--- config.mk ---
export PLATFORM = sky130hd
export DESIGN_NAME = muxn_pipe
export DESIGN_NICKNAME = d
export VERILOG_FILES = /design/src/rtl/muxn_pipe.sv
export SDC_FILE = /design/constraint.sdc
export NUM_CORES = 1
export LEC_CHECK = 0
export BUFFER_PORTS_ARGS = -buffer_cell sky130_fd_sc_hd__buf_2
export CAP_MARGIN = 30
export CELL_PAD_IN_SITES_DETAIL_PLACEMENT = 0
export CELL_PAD_IN_SITES_GLOBAL_PLACEMENT = 2
export CORE_ASPECT_RATIO = 0.5
export CORE_MARGIN = 2
export CORE_UTILIZATION = 28
export DETAILED_ROUTE_END_ITERATION = 16
export PLACE_DENSITY_LB_ADDON = 0.25
export SLEW_MARGIN = 20
export SYNTH_ARGS = -nofsm -noshare
export SYNTH_HDL_FRONTEND = slang
export SYNTH_SLANG_ARGS = --single-unit
--- constraint.sdc ---
create_clock -name clk -period 1.6 [get_ports clk]
set_input_delay 0.08 -clock clk [delete_from_list [all_inputs] [get_ports clk]]
set_output_delay 0.08 -clock clk [all_outputs]
set_load 0.005 [all_outputs]
--- src/rtl/muxn_pipe.sv ---
// muxn_pipe: NCH-to-1 channel select with optional output complement, behind
// a valid/ready handshake. One output register plus one skid entry, so
// in_ready comes straight from a flop.
//
// Ports:
//   clk, rst_n          clock, synchronous active-low reset
//   in_valid, in_ready  upstream handshake (in_ready registered)
//   sel                 channel select, sampled on accept
//   inv                 per-beat polarity flip, XORed with INVERT
//   din                 NCH channels, channel k at din[k*WIDTH +: WIDTH]
//   out_valid, out_ready downstream handshake
//   dout                selected, possibly complemented, data
//   xfer_cnt            wrapping count of completed output handshakes
module muxn_pipe #(
  parameter int unsigned WIDTH  = 8,
  parameter int unsigned NCH    = 4,
  parameter int unsigned INVERT = 1,
  parameter int unsigned CNTW   = 16,
  localparam int unsigned SELW  = $clog2(NCH)
) (
  input  logic                 clk,
  input  logic                 rst_n,
  input  logic                 in_valid,
  output logic                 in_ready,
  input  logic [SELW-1:0]      sel,
  input  logic                 inv,
  input  logic [NCH*WIDTH-1:0] din,
  output logic                 out_valid,
  input  logic                 out_ready,
  output logic [WIDTH-1:0]     dout,
  output logic [CNTW-1:0]      xfer_cnt
);

  localparam logic INV_DEF = (INVERT != 0);

  // Occupancy of output register and skid entry.
  typedef enum logic [1:0] {
    ST_EMPTY = 2'd0,
    ST_ONE   = 2'd1,
    ST_FULL  = 2'd2
  } state_t;

  state_t            state_q, state_d;
  logic              in_ready_q, in_ready_d;
  logic              out_valid_q, out_valid_d;
  logic [WIDTH-1:0]  dout_q, dout_d;
  logic [WIDTH-1:0]  skid_q, skid_d;
  logic [CNTW-1:0]   xfer_cnt_q, xfer_cnt_d;

  logic              accept;
  logic              emit;
  logic [WIDTH-1:0]  beat;

  assign accept = in_valid & in_ready_q;
  assign emit   = out_valid_q & out_ready;

  // Beat value: selected channel, complemented when INVERT ^ inv.
  always_comb begin
    beat = '0;
    for (int k = 0; k < int'(NCH); k++) begin
      if (sel == SELW'(k)) beat = din[k*WIDTH +: WIDTH];
    end
    beat = beat ^ {WIDTH{INV_DEF ^ inv}};
  end

  // State and registered outputs.
  always_ff @(posedge clk) begin
    if (!rst_n) begin
      state_q     <= ST_EMPTY;
      in_ready_q  <= 1'b0;
      out_valid_q <= 1'b0;
      dout_q      <= '0;
      skid_q      <= '0;
      xfer_cnt_q  <= '0;
    end else begin
      state_q     <= state_d;
      in_ready_q  <= in_ready_d;
      out_valid_q <= out_valid_d;
      dout_q      <= dout_d;
      skid_q      <= skid_d;
      xfer_cnt_q  <= xfer_cnt_d;
    end
  end

  // Next occupancy state.
  always_comb begin
    state_d = state_q;
    unique case (state_q)
      ST_EMPTY: if (accept) state_d = ST_ONE;
      ST_ONE: begin
        if (accept && !emit)      state_d = ST_FULL;
        else if (!accept && emit) state_d = ST_EMPTY;
      end
      ST_FULL:  if (emit) state_d = ST_ONE;
      default:  state_d = ST_EMPTY;
    endcase
  end

  // Datapath and next values of the registered outputs.
  always_comb begin
    dout_d      = dout_q;
    skid_d      = skid_q;
    xfer_cnt_d  = xfer_cnt_q;
    out_valid_d = (state_d != ST_EMPTY);
    in_ready_d  = (state_d != ST_FULL);
    if (emit) xfer_cnt_d = xfer_cnt_q + CNTW'(1);
    unique case (state_q)
      ST_EMPTY: if (accept) dout_d = beat;
      ST_ONE: begin
        if (accept) begin
          // Emitting frees dout for the new beat; otherwise park it in skid.
          if (emit) dout_d = beat;
          else      skid_d = beat;
        end
      end
      ST_FULL:  if (emit) dout_d = skid_q;
      default:  ;
    endcase
  end

  assign in_ready  = in_ready_q;
  assign out_valid = out_valid_q;
  assign dout      = dout_q;
  assign xfer_cnt  = xfer_cnt_q;

endmodule
Word-level counts from Yosys, hierarchy flattened

Index checks and enable logic that the tools add are counted.

Reduce and logical (&&, ||, !) cells: 10
Equality and inequality tests: 10
Add/subtract/negate cells: 1
Multiplexer cells: 14
Bitwise gates (word level): 5

Operator list:

| cell                                                                  | count |
|---|---|
| 8-bit two-way mux                                                     | 8 |
| 8-bit one-hot mux with 3 select lines                                 | 1 |
| 16-bit by 1-bit adder with 16-bit output, second input constant       | 1 |
| 2-bit inequality test, second input constant                          | 5 |
| 2-bit two-way mux                                                     | 4 |
| 8-bit bitwise XOR                                                     | 1 |
| 2-bit equality test, second input constant                            | 3 |
| 2-bit one-hot mux with 3 select lines                                 | 1 |
| 5-bit AND reduction                                                   | 1 |
| 2-bit by 1-bit equality test with 1-bit output, second input constant | 2 |
| 2-bit zero test                                                       | 2 |
| 3-bit AND reduction                                                   | 1 |
| 3-bit nonzero test                                                    | 1 |
| 1-bit AND                                                             | 2 |
| 1-bit logical AND                                                     | 2 |
| 1-bit zero test                                                       | 2 |
| 1-bit NOT                                                             | 2 |
| 2-bit nonzero test                                                    | 1 |

Input port bits: 39
Output and inout port bits: 26
Register bits: 36
Word-level logic and storage cells: 46

Depth between registers and ports, before layout

Gate-level depths: netlist of run 1.

Depth in word-level cells: 9
Gate-level depth with buffers: 6
Depth with buffers taken out: 5

Worst setup path before layout of run 1

OpenSTA, ideal clock, no wires.

Kind: register to register
Start point: reg xfer_cnt_q[3] (netlist: xfer_cnt[3])
End point: reg xfer_cnt_q[15] (netlist: xfer_cnt[15])
Path buffers: 1
Clock period less this slack: 1.463 ns
Arrival time: 1.392 ns
Setup time: 0.072 ns
Required time: 1.528 ns
Cell stages (with the launch flop): 6
Slack: 0.137 ns
Path through: dfxtp_1 -> and4_1 -> buf_6 -> nand2_4 -> or4_1 -> a21oi_1

Cells in the longest elaborated chain, start to end: 1

Ends and longest elaborated chain:

| what                                     | RTL line | text |
|---|---|---|
| start, declared                          | 48       | `logic [CNTW-1:0] xfer_cnt_q, xfer_cnt_d;` |
| start signal, assigned                   | 81       | `xfer_cnt_q <= xfer_cnt_d;` |
| 16-bit by 1-bit adder with 16-bit output | 106      | `if (emit) xfer_cnt_d = xfer_cnt_q + CNTW'(1);` |

No other way between the ends.
A chain may end at the register's enable or synchronous reset.

Worst setup path in the final report of run 1

Start point: reg out_valid_q (netlist: out_valid)
End point: reg xfer_cnt_q[15] (netlist: xfer_cnt[15])

Cells in the longest elaborated chain, start to end: 1

Ends and longest elaborated chain:

| what                   | RTL line | text |
|---|---|---|
| start, declared        | 45       | `logic out_valid_q, out_valid_d;` |
| start signal, assigned | 78       | `out_valid_q <= out_valid_d;` |
| 1-bit AND              | 55       | `assign emit = out_valid_q & out_ready;` |

No other way between the ends.

==> results.cfg, run 1 <==
[clock_tree]
cts_buffers = 5
root_buffer = clkbuf_16
clockBufferDepth = 2
ctsHoldBuffers = 0
clk_pin_slew_ps = 50
htree_levels = 2
cts_tree = done
insertion_delay_ps = 280
cts.sinks = 36

[power_and_ir_drop]
comb_power_share_pct = 13.3
power.density_nw_per_um2 = 975.7
p_leak_nw = 1.042
clkPwrFrac_pct = 45.8
seq_power_share_pct = 40.9
p_int_mw = 1.841
peakVddDrop_mv = 0.4613
p_switching_mw = 0.5313
p_sw_share_pct = 22.40

[setup_path]
cp-end-kind = flop
critical_path_class = flop to flop
crit_chain = and4_1, nand2_2, or4_1, a21oi_1
r2r_setup_slack_ps = 130
cp_slowest_cell = or4_1
worst_ep_arrival_time_ps = 1680
rr_startpoint = out_valid
cp-startpoint = out_valid
crit_path_max_incr_delay_ps = 480
start_kind = flop
cp_max_fo = 7
critPathRequiredTime_ps = 1810

[synthesis]
synthTopCellsByArea = dfxtp_1 40%, mux4_2 9.9%, a21oi_1 6.6%
synth_most_common_cell = dfxtp_1
ys_async_sr_fraction_pct = 0
ys_types = 39
synth_cells = 197
synth.avg_cell_area_um2 = 9.216
synth_top_area_cell = dfxtp_1
ys_seq_elements = 36
synth_edf_count = 0
synth_nets = 237
syn_area_um2 = 1815
ys.flop_type = dfxtp_1
synth_commonest_cells = 36 x dfxtp_1, 24 x a21oi_1, 20 x nand2_1
netlist.area_leader.share_pct = 39.70
synth_warnings = 0
ys_seq_area_share_pct = 39.70

[finish]
final_layout_size_suffix_gt1_share_pct = 35.45
n_fill_cell = 654
seq_area_um2 = 720.7
multi_input_area_um2 = 1022
num_antenna_cells = 0
fin_nets = 307
syn2layout_area_growth_pct = 33.91

[sta]
fin_crit_sh_pct = 91.84
worst_pin_slew_ps = 533.2
worst_clock_skew_ps = 2.012
max_clock_freq_mhz = 680.5
setup_violations = 0
fin_crit_ps = 1469
rsz0062_at_grt = no
fin_setup_tns_ps = 0
drv_slew = 0
hold_viol = 0
slew_headroom_pct = 64.32
hold_slack_ps = 134.8

[drt]
route.detailed.drc = 0
wire_per_inst_um = 12.15
drt_pass1_iterations = 6
drt-initial-drc-count = 53
vias = 1693
antenna_left = 0
routed_wl_um = 4324
via_per_inst = 4.756

[placed_design]
io_buffers = 64
gp_congestion = 0.7453
place.detailed.hpwl_um = 3239

[status]
outcome = finished, final reports clean

[grt]
track_usage_pct = 12.77
grt_busiest_layer = met2
antenna_found_initial = 0
grt_pass1_vias = 1519
grtUsageMet1_pct = 15.91
globalRouteMet3Util_pct = 3.853
overflow = 0
gr-usage-met2_pct = 21.43
grt_max_degree = 20
grt_pass1_wl_um = 7217

[job]
maxCapViolCount = 0

[floorplanning]
die_x_um = 117.9
io-pin-count = 65
rows = 20
die_h_um = 60.94
coreArea_um2 = 6156
initial_utilization_pct = 29.49
fp.dieArea_um2 = 7183

[hold_path]
hold_path_class = input pin to flop
hold_start = out_ready
state kept, by name, summed over array words and instances (netlist names):
name       count
dout           8
in_ready       1
out_valid      1
skid_q         8
state_q        2
xfer_cnt      16
metal layers:
metal  vias to the layer above  wire (um)
met5                         -          0
met4                         0         41
met3                         5        287
met2                        60       1960
met1                       769       2034
li1                        859          -
final cells by class:
cell class                      instances  area share (%)
Multi-Input combinational cell        147           42.05
Tap cell                               88           4.529
Clock buffer                            6           5.301
Timing Repair Buffer                   76           16.88
Clock inverter                          2           1.441
Inverter                                1          0.1544
Sequential cell                        36           29.64
placed cells by master (no fill, tap or decap), types with 2 or more instances in the layout:
cell	Yosys	routed
buf_4	1	12
nand2_1	20	20
xor2_1	11	11
dfxtp_1	36	36
o21ai_0	2	2
nor2_1	11	11
a22oi_1	6	6
xnor2_1	7	7
o31ai_1	3	3
or3_1	2	2
mux4_2	8	8
a2bb2oi_1	2	2
nand3_1	13	13
and2_1	3	3
and4_1	4	4
o22ai_1	2	2
clkbuf_16	0	5
o21ai_1	6	6
a21oi_1	24	24
or4_1	3	3
buf_2	2	64
nand4_1	5	5
worst paths after layout:
path              cells after the start      endpoint
setup / recovery                      4  xfer_cnt[15]
hold / removal                        3   xfer_cnt[1]
setup reg to reg                      4  xfer_cnt[15]
hold reg to reg                       2     skid_q[3]
critical path: cells and delay by family (launching register included):
kind	cells	cell delay (ps)
and+or+nand+nor	3	880
AOI/OAI and AO/OA	1	150
DFF	1	370
stage by stage:
step                power [mW]  area (um^2)  util [%]  setup slack, ps  cells
finish                   2.372         2431     39.49            130.5    356
global route             2.509         2431     39.49            3.827    356
CTS                      2.419         2430     39.47            102.1    356
detailed placement       1.309         2266     36.81            95.56    348
global placement         1.306         2266     36.81            92.58    348
floorplan                1.180         1815         -            136.6    197
power by group through the flow:
stage                     clock (mW)  combinational [mW]  sequential, mW
after floorplan                    0               0.187           0.993
after global placement             0               0.318           0.989
after detailed placement           0               0.318           0.991
after CTS                       1.13               0.319           0.971
after global routing            1.18               0.352           0.979
final                           1.09               0.315           0.971
cell families after synthesis:
kind of cell               share of synthesized area, %
AOI/OAI and AO/OA                                 15.85
xor gates and xnor gates                          8.684
adders and majority gates                        0.6891
buffers and inverters                             4.066
DFF                                               39.70
muxes                                             9.924
and+or+nand+nor                                   21.09
timing repair:
item / CTS / global route
setup buffers: 0 / 0
gates resized for setup: 0 / 1
setup endpoints to repair: 0 / 2
Note: power is estimated with default switching activity, not from simulation.
==> run 2, diff against run 1 <==
Settings changed: CORE_ASPECT_RATIO 0.5 to 1.75, SLEW_MARGIN 20 to 5.
==> results.cfg, run 2 (synthesis gave the netlist of run 1 again) <==
[status]
outcome = finished, final reports clean

[grt]
grt_max_degree = 18
track_usage_pct = 13.21
grt_pass1_wl_um = 7555
antenna_found_initial = 0
overflow = 0
grt_pass1_vias = 1718

[finish]
fin_nets = 310
layout_common_cells = 64 x buf_2, 35 x dfxtp_1, 24 x a21oi_1, 20 x nand2_1, 15 x buf_4
num_antenna_cells = 0
final_cell_count_no_fill = 351
final_layout_size_suffix_gt1_share_pct = 36.16
mostFrequentLayoutCell = buf_2
largest_reg_flops = 16
design_area_um2 = 2371
syn2layout_area_growth_pct = 30.60

[clock_tree]
clockBufferDepth = 2
cts_setup_buffers = 0
cts_buffers = 5
cts_tree = done
cts.sinks = 36
root_buffer = clkbuf_8
ctsHoldBuffers = 0
clk_pin_slew_ps = 70
htree_levels = 2
insertion_delay_ps = 290

[job]
maxCapViolCount = 0

[sta]
max_clock_freq_mhz = 671.4
setup_violations = 0
rsz0062_at_grt = no
fin_setup_tns_ps = 0
hold_slack_ps = 122.2
slew_headroom_pct = 63.17
hold_viol = 0
worst_pin_slew_ps = 550.4
worst_clock_skew_ps = 7.987
drv_slew = 0
fin_crit_sh_pct = 93.09
fin_crit_ps = 1489

[drt]
via_per_inst = 4.960
drt_pass1_iterations = 4
routed_wl_um = 4554
wire_per_inst_um = 12.97
drt-initial-drc-count = 59
antenna_left = 0
vias = 1741
route.detailed.drc = 0

[power_and_ir_drop]
comb_power_share_pct = 16.3
p_leak_nw = 1.025
power.density_nw_per_um2 = 827.0
seq_power_share_pct = 49.5
p_total_mw = 1.961
p_sw_share_pct = 25.31
clkPwrFrac_pct = 34.2
p_switching_mw = 0.4964
p_int_mw = 1.464
peakVddDrop_mv = 0.3301

[floorplanning]
coreArea_um2 = 6228
rows = 38
die_x_um = 64.87
initial_utilization_pct = 29.15
die_h_um = 110.5
io-pin-count = 65
fp.dieArea_um2 = 7169

[setup_path]
cp_max_fo = 9
worst_ep_arrival_time_ps = 1720
start_kind = flop
cp-end-kind = flop
critPathRequiredTime_ps = 1830
critical_path_class = flop to flop

[placed_design]
gp_congestion = 0.6977
place_area_um2 = 2278
place.detailed.hpwl_um = 3593
dp_cells = 343
io_buffers = 64

[hold_path]
hold_path_class = input pin to flop
==> run 2: final cells by class <==
| type | count | area (um^2) |
|---|---|---|
| clock buffer | 8 | 90.09 |
| fill | 697 | 3857 |
| inverter | 1 | 3.754 |
| multi-input combinational | 147 | 1022 |
| sequential | 36 | 721.9 |
| tap | 80 | 100.1 |
| timing repair buffer | 79 | 432.9 |
==> run 2: routing by layer <==
| layer | up-vias | wire length (um) | track usage, % |
|---|---|---|---|
| li1 | 863 | - | - |
| met1 | 814 | 1665 | 12.87 |
| met5 | - | 0 | 0 |
| met3 | 6 | 283 | 3.157 |
| met4 | 0 | 91 | 5.532 |
| met2 | 58 | 2514 | 25.22 |
==> run 2: worst max-delay path, cell delays in order (launching register included) <==
cell	delay, ps
dfxtp_1	380
and4_1	280
nand2_2	150
or4_1	480
a21oi_1	140
==> run 2: worst paths after layout <==
check | start | to | slack, ps | cells past startpoint
min | out_ready | xfer_cnt[1] | 120 | 3
min reg2reg | skid_q[7] | skid_q[7] | 450 | 2
max | xfer_cnt[1] | xfer_cnt[15] | 110 | 4
max reg2reg | xfer_cnt[1] | xfer_cnt[15] | 110 | 4
==> run 2: what timing repair did <==
item                                    CTS  global route
hold endpoints to repair                  0             0
resized for setup                         0             2
endpoints found under the setup margin    0             2
==> run 2: through the flow <==
step | setup slack [ps] | util, %
floorplan | 136.6 | -
global placement | 59.50 | 36.58
detailed placement | 59.97 | 36.58
CTS | 64.79 | 38.03
global route | 9.321 | 38.07
finish | 110.5 | 38.07
==> run 2: power groups by stage <==
stage | registers (mW) | logic, mW | clock network (mW)
after floorplan | 0.993 | 0.187 | 0
after global placement | 0.991 | 0.326 | 0
after detailed placement | 0.993 | 0.326 | 0
after CTS | 0.971 | 0.327 | 0.704
after global routing | 0.976 | 0.358 | 0.730
final | 0.971 | 0.320 | 0.670
==> run 3, diff against run 2 <==
Settings changed: BUFFER_PORTS_ARGS -buffer_cell sky130_fd_sc_hd__buf_2 to -buffer_cell sky130_fd_sc_hd__clkbuf_2.
==> results.cfg, run 3 (synthesis gave the netlist of run 1 again) <==
[sta]
setup_violations = 0
fin_setup_tns_ps = 0
slew_headroom_pct = 76.83
worst_clock_skew_ps = 3.900
fin_crit_sh_pct = 93.40
drv_slew = 0
worst_pin_slew_ps = 347.3
hold_viol = 0
max_clock_freq_mhz = 669.1
fin_crit_ps = 1494
rsz0062_at_grt = no

[drt]
drt-initial-drc-count = 57
vias = 1691
via_per_inst = 4.818
drt_pass1_iterations = 4
route.detailed.drc = 0
routed_wl_um = 4444
wire_per_inst_um = 12.66
antenna_left = 0

[clock_tree]
htree_levels = 2
cts_tree = done
cts_setup_buffers = 0
cts_buffers = 5
clockBufferDepth = 2
clk_pin_slew_ps = 70
root_buffer = clkbuf_8
cts.sinks = 36
insertion_delay_ps = 280

[grt]
track_usage_pct = 13.15
grt_pass1_vias = 1674
antenna_found_initial = 0
grt_pass1_wl_um = 7486
overflow = 0
grt_max_degree = 29

[floorplanning]
die_x_um = 64.87
fp.dieArea_um2 = 7169
initial_utilization_pct = 29.15
coreArea_um2 = 6228
io-pin-count = 65
die_h_um = 110.5
rows = 38

[finish]
n_fill_cell = 674
mostFrequentLayoutCell = clkbuf_2
final_layout_size_suffix_gt1_share_pct = 37.27
largest_reg_flops = 16
syn2layout_area_growth_pct = 31.50
final_cell_count_no_fill = 351
num_antenna_cells = 0
layout_common_cells = 64 x clkbuf_2, 36 x dfxtp_1, 24 x a21oi_1, 20 x nand2_1, 16 x buf_4
fin_nets = 311

[power_and_ir_drop]
clkPwrFrac_pct = 34.7
peakVddDrop_mv = 0.3121
p_switching_mw = 0.4791
power.density_nw_per_um2 = 826.8
p_sw_share_pct = 24.27
p_leak_nw = 1.026
comb_power_share_pct = 16.1
seq_power_share_pct = 49.2
p_int_mw = 1.495

[setup_path]
start_kind = flop
crit-reg2reg-capture = xfer_cnt[15]
ff2ff_path_depth = 4
path_buf_inv = 0
critical_path_class = flop to flop
worst_ep_arrival_time_ps = 1710
critPathTopFamily = simple AND/OR/NAND/NOR gates
crit_chain = and4_2, nand2_2, or4_1, a21oi_1
critPathRequiredTime_ps = 1820
cp_slowest_cell = or4_1
cp-end-kind = flop
rr_startpoint = xfer_cnt[0]
cp_max_fo = 9
crit_path_max_incr_delay_ps = 490
r2r_setup_slack_ps = 110

[status]
outcome = finished, final reports clean

[placed_design]
dp_cells = 344
gp_congestion = 0.6970
io_buffers = 64
place.detailed.hpwl_um = 3554

[hold_path]
hold_depth = 3
hold_path_class = input pin to flop
hold_start = out_ready
hold_path_end = xfer_cnt[1]

[job]
maxCapViolCount = 0
run 3: changes by cell type in the layout (fill, tap and decap cells not counted), sizes merged:
cell    previous run  this run
clkbuf             8        71
buf               79        16
run 3: power by group through the flow:
stage | logic (mW) | registers, mW | clock network (mW)
final | 0.318 | 0.970 | 0.685
after global routing | 0.361 | 0.976 | 0.759
after CTS | 0.323 | 0.972 | 0.725
after detailed placement | 0.322 | 0.993 | 0
after global placement | 0.323 | 0.992 | 0
after floorplan | 0.187 | 0.993 | 0
run 3: worst max path at each step:
stage                      startpoint      endpoint  cells past startpoint
after floorplan           xfer_cnt[3]  xfer_cnt[15]                      5
after global placement    xfer_cnt[0]  xfer_cnt[15]                      4
after detailed placement  xfer_cnt[0]  xfer_cnt[15]                      4
after CTS                 xfer_cnt[0]  xfer_cnt[15]                      4
after global routing      xfer_cnt[0]  xfer_cnt[15]                      4
final                     xfer_cnt[0]  xfer_cnt[15]                      4
run 3: area by class of cell:
class | count | area, um^2 | area share (%)
Clock buffer | 7 | 96.34 | 4.036
Inverter | 1 | 3.754 | 0.1572
Multi-Input combinational cell | 147 | 1026 | 42.98
Sequential cell | 36 | 720.7 | 30.19
Tap cell | 80 | 100.1 | 4.193
Timing Repair Buffer | 80 | 440.4 | 18.45
run 3: what timing repair did:
item,4_1_cts,5_1_grt
hold buffers,0,0
gates resized for setup,0,3
setup endpoints to repair,0,3
run 3: through the flow:
step	setup WS, ps	total power, mW	utilization, %	area, um^2	hold slack, ps
after floorplan	136.6	1.180	-	1815	240.0
after global placement	59.40	1.316	36.70	2286	411.5
after detailed placement	66.03	1.315	36.70	2286	418.2
after CTS	51.54	2.019	38.25	2382	116.3
after global routing	4.799	2.095	38.33	2387	153.7
final	105.5	1.974	38.33	2387	124.4
run 3: worst reg2reg max path, cell delays in order (launching register included):
cell,delay [ps]
dfxtp_1,380
and4_2,280
nand2_2,130
or4_1,490
a21oi_1,140
run 3: metal layers:
layer | global-route usage, % | vias to the layer above | part of all wire [%]
met2 | 24.33 | 57 | 55
met4 | 4.681 | 0 | 1.6
met3 | 3.360 | 5 | 6.1
li1 | - | 864 | -
met1 | 13.78 | 765 | 38
met5 | 0 | - | 0
